==> src/rtl/bcd_serial_addsub.sv <==
// Digit-serial BCD adder/subtractor: one decimal digit per clock, LSD first.
// Subtraction uses nine's complement of B plus an inverted borrow-in (ten's complement).
module bcd_serial_addsub #(
  parameter int unsigned DIGITS = 4
) (
  input  logic                  clk,
  input  logic                  rst,
  input  logic                  Start,
  input  logic                  Sub,
  input  logic [4*DIGITS-1:0]   A,
  input  logic [4*DIGITS-1:0]   B,
  input  logic                  Cin,
  output logic [4*DIGITS-1:0]   Sum,
  output logic                  Cout,
  output logic                  Busy,
  output logic                  Done,
  output logic                  Invalid
);

  localparam int unsigned W  = 4 * DIGITS;
  localparam int unsigned CW = (DIGITS > 1) ? $clog2(DIGITS) : 1;

  typedef enum logic [1:0] {IDLE, RUN, DONE} state_t;

  state_t          state, state_nx;
  logic            load, last;
  logic [W-1:0]    a_q, b_q, sum_sh, sum_nx;
  logic            sub_q, c_q, c_nx, inv_acc, inv_nx;
  logic [CW-1:0]   cnt;
  logic [3:0]      a_d, b_d, bp, s;
  logic [4:0]      t;

  // Next-state and control decode
  always_comb begin
    state_nx = state;
    load     = 1'b0;
    last     = 1'b0;
    case (state)
      IDLE: begin
        if (Start) begin
          load     = 1'b1;
          state_nx = RUN;
        end
      end
      RUN: begin
        if (cnt == CW'(DIGITS - 1)) begin
          last     = 1'b1;
          state_nx = DONE;
        end
      end
      DONE: begin
        if (Start) begin
          load     = 1'b1;
          state_nx = RUN;
        end else begin
          state_nx = IDLE;
        end
      end
      default: state_nx = IDLE;
    endcase
  end

  // One decimal digit step on the current least-significant digits
  always_comb begin
    a_d  = a_q[3:0];
    b_d  = b_q[3:0];
    bp   = sub_q ? (4'd9 - b_d) : b_d;
    t    = 5'(a_d) + 5'(bp) + 5'(c_q);
    s    = t[3:0];
    c_nx = 1'b0;
    if (t > 5'd9) begin
      s    = 4'(t + 5'd6);
      c_nx = 1'b1;
    end
    sum_nx = (sum_sh >> 4) | (W'(s) << (W - 4));
    inv_nx = inv_acc | (a_d > 4'd9) | (b_d > 4'd9);
  end

  always_ff @(posedge clk or posedge rst) begin
    if (rst) begin
      state   <= IDLE;
      a_q     <= '0;
      b_q     <= '0;
      sub_q   <= 1'b0;
      c_q     <= 1'b0;
      cnt     <= '0;
      sum_sh  <= '0;
      inv_acc <= 1'b0;
      Sum     <= '0;
      Cout    <= 1'b0;
      Busy    <= 1'b0;
      Done    <= 1'b0;
      Invalid <= 1'b0;
    end else begin
      state <= state_nx;
      Busy  <= (state_nx == RUN);
      Done  <= (state_nx == DONE);
      if (load) begin
        a_q     <= A;
        b_q     <= B;
        sub_q   <= Sub;
        c_q     <= Sub ? ~Cin : Cin;
        cnt     <= '0;
        sum_sh  <= '0;
        inv_acc <= 1'b0;
      end else if (state == RUN) begin
        a_q     <= a_q >> 4;
        b_q     <= b_q >> 4;
        c_q     <= c_nx;
        cnt     <= cnt + CW'(1);
        sum_sh  <= sum_nx;
        inv_acc <= inv_nx;
        // Result registers change only when the final digit lands
        if (last) begin
          Sum     <= sum_nx;
          Cout    <= c_nx;
          Invalid <= inv_nx;
        end
      end
    end
  end

endmodule

==> config.mk <==
export PLATFORM = sky130hd
export DESIGN_NAME = bcd_serial_addsub
export DESIGN_NICKNAME = d
export VERILOG_FILES = /design/src/rtl/bcd_serial_addsub.sv
export SDC_FILE = /design/constraint.sdc
export NUM_CORES = 1
export LEC_CHECK = 0
export BUFFER_PORTS_ARGS = -buffer_cell sky130_fd_sc_hd__buf_2
export CAP_MARGIN = 20
export CORE_MARGIN = 5
export CORE_UTILIZATION = 40
export CTS_CLUSTER_SIZE = 10
export DETAILED_ROUTE_END_ITERATION = 6
export PLACE_DENSITY = 0.69
export SLEW_MARGIN = 5
export SYNTH_ARGS = -nofsm -noshare
export SYNTH_HDL_FRONTEND = slang
export SYNTH_SLANG_ARGS = --single-unit
==> constraint.sdc <==
create_clock -name clk -period 3 [get_ports clk]
set_input_delay 0 -clock clk [delete_from_list [all_inputs] [get_ports clk]]
set_output_delay 0 -clock clk [all_outputs]
set_load 0.01 [all_outputs]
==> impl_metrics.toml <==
[critical_path]
crit_arrival_ps = 3010
end_kind = "register"
cpPeakStageDelay_ps = 430
required_ps = 3230
critPathLaunch = "sub_q"
critical_path_class = "register to register"
reg2reg_from = "sub_q"
critPathLaunchType = "register"
crit_slowest_cell = "dfrtp_1"
critPathMaxFanout = 5
crit_chain = "xnor2_1, fa_1, inv_1, fa_1, xnor2_1, ha_1, a22o_1, o21a_4, mux2_4"
r2r_setup_slack_ps = 220

[power]
power.leakage_uw = 0.00206
powerDensity_nw_per_um2 = 1250
peakVddDrop_uv = 737

[die]
die_h_um = 97.6
dieArea_sq_um = 9520
die_x_um = 97.6
rows = 32
io-pin-count = 57
coreArea_sq_um = 7610
start_util_pct = 40.3

[run_status]
status = "finished clean"

[timing]
finalCritPeriodShare_pct = 92.6
tns_ps = 0
tightest_slew_ps = 558
period_needed_ps = 2780
setup_viol = 0
hold_viol = 0
slew_violations = 0
fmax_ghz = 0.360
skew_ps = 12.5
rsz0062_at_grt = "no"
slew_headroom_pct = 62.7

[yosys]
synth_ff_type = "dfrtp_1"
synth.cell_area_sq_um = 3070
syn_avg_cell_area_sq_um = 10.4
synth_top_area_cell = "dfrtp_1"
synth_top_family_by_area = "compound AO/OA/AOI/OAI gates"
syn-num-nets = 340
synthAdderAreaFrac_pct = 3.75
ys_warn_count = 0
async_reset_ff_share_pct = 100
synth_top_area_share_pct = 57.9
ys_ff_latch = 71
synth_xor_area_share_pct = 1.67
synth-compound-area-share_pct = 16.9
synth.area.mux_share_pct = 2.00
yosys.area_share.simple_pct = 14.6
synth_cells = 295
ys_types = 34
synthTopCellsByArea = "dfrtp_1 58%, nand2_1 12%, a22oi_1 5.4%"
yosysSeqAreaShare_pct = 57.9
synth_edf_count = 0

[grt]
grt_pass1_wl_um = 12500
grt_pass1_vias = 2548
grt-ovfl-total = 0
grt_use_total_pct = 16.2
antenna_found_initial = 0
grt_start_max_net_pins = 40

[clock_tree]
cts_tree = "built"
cts.clk_slew.worst_paths_ps = 80
h-tree-depth = 3
cts_resized = 0
post-cts-setup-buffer-count = 0
cts-root-buf = "clkbuf_8"
numCtsBuffers = 9
cts_sinks = 71
clk_latency_ps = 350
clockBufferDepth = 2

[routing]
viasPerCell = 4.94
drt-initial-drc-count = 68
dr_total_vias = 2438
firstDrtPassIters = 4
drcViolationCount = 0
ant_nets = 0
wl_um = 7190
avgRoutedWirePerCell_um = 14.5

[final_layout]
area_growth_pct = 31.0
layout-drive-gt1-share_pct = 23.2
layout_commonest_cell = "nand2_1"
multiInputGateArea_sq_um = 1200
regArea_sq_um = 1780
fillers = 711
fin_nets = 433
layout_common_cells = "94 x nand2_1, 71 x dfrtp_1, 56 x buf_2"
num_antenna_cells = 0
instances_no_fill = 494

[hold_path]
hp-start = "Cin"
hold_path.class = "input pin to register"

[place]
dp_cells = 445
gp_congestion = 0.733
dp_hpwl_um = 4600
io_buffers = 56

[flow_run]
drv_cap = 0
==> metrics by stage <==
| step | utilization [%] | hold WS [ps] | cell area (sq um) | setup slack [ps] | total power [uW] |
|---|---|---|---|---|---|
| 2_1_floorplan | - | 140 | 3070 | 495 | 3580 |
| 3_3_place_gp | 45.8 | -0.635 | 3480 | 362 | 4130 |
| 3_5_place_dp | 45.8 | -6.52 | 3480 | 258 | 4220 |
| 4_1_cts | 52.8 | 70.7 | 4020 | 242 | 5050 |
| 5_1_grt | 52.8 | 129 | 4020 | 86.9 | 5420 |
| 6_report | 52.8 | 93.8 | 4020 | 221 | 5000 |
==> worst paths after layout <==
path / to / cells past startpoint
worst max-delay path: sum_sh[14] / 9
worst min-delay path: c_q / 4
worst max register to register: sum_sh[14] / 9
worst min register to register: Sum[2] / 2
max in group asynchronous: Sum[15] / 4
min in group asynchronous: b_q[8] / 3
==> Yosys cell counts (all sizes together), types with 2 or more instances <==
library cell / number
o21bai: 2
dfrtp: 71
ha: 6
mux2i: 2
mux2: 3
buf: 7
a22oi: 22
xnor2: 4
nand2: 94
inv: 9
nor3: 6
a221o: 3
nor2b: 2
o21ai: 14
a21oi: 4
and3: 2
clkbuf: 9
a22o: 18
nor2: 5
fa: 2
a221oi: 2
==> cells by family (layout without fill, tap and decap cells) <==
logic type,count (synthesis),in the layout
muxes,5,5
DFF,71,71
AOI/OAI and AO/OA,69,69
xor gates and xnor gates,5,5
and+or+nand+nor,112,112
buffers and inverters,25,122
adders and majority gates,8,8
==> worst max-delay path: cells and delay by family (launching register included) <==
kind | cells | cell delay (ps)
adder cells (fa/ha/maj) | 3 | 870
buffers and inverters | 1 | 60
AO/OA/AOI/OAI | 2 | 430
XOR/XNOR | 2 | 570
multiplexers | 1 | 290
flip-flops | 1 | 430
==> metal layers <==
metal  vias to the layer above  share of wire, %  GRT usage, %
met5                         -                 0             0
li1                       1203                 -             -
met4                         0               1.6          5.96
met3                        10               5.1          4.31
met1                      1157                43          20.5
met2                        68                50          26.5
==> registers in the layout (all words and copies together) (netlist names), 2 cells and up <==
signal,count
cnt,2
b_q,16
sum_sh,12
state,2
a_q,16
Sum,16
==> where the power goes <==
| group | total [uW] | switching (uW) | internal [uW] | leakage (uW) |
|---|---|---|---|---|
| combinational | 2590 | 1420 | 1170 | 0.00105 |
| clock | 764 | 361 | 403 | 0.000103 |
| sequential | 1650 | 255 | 1390 | 0.000901 |
| total | 5000 | 2040 | 2970 | 0.00206 |
==> repair_timing <==
item                       CTS  global route
setup endpoints to repair    0             0
hold endpoints to repair    49             0
hold buffers                34             0
==> area by class of cell <==
type / count / share of cell area (%)
flip-flops and latches: 71 / 44.2
multi-input cells: 199 / 30.0
repair buffers: 98 / 16.9
clock buffers: 10 / 3.42
well taps: 102 / 3.18
clock inverters: 5 / 1.43
inverters: 9 / 0.841
(Power assumes the default switching activity.)
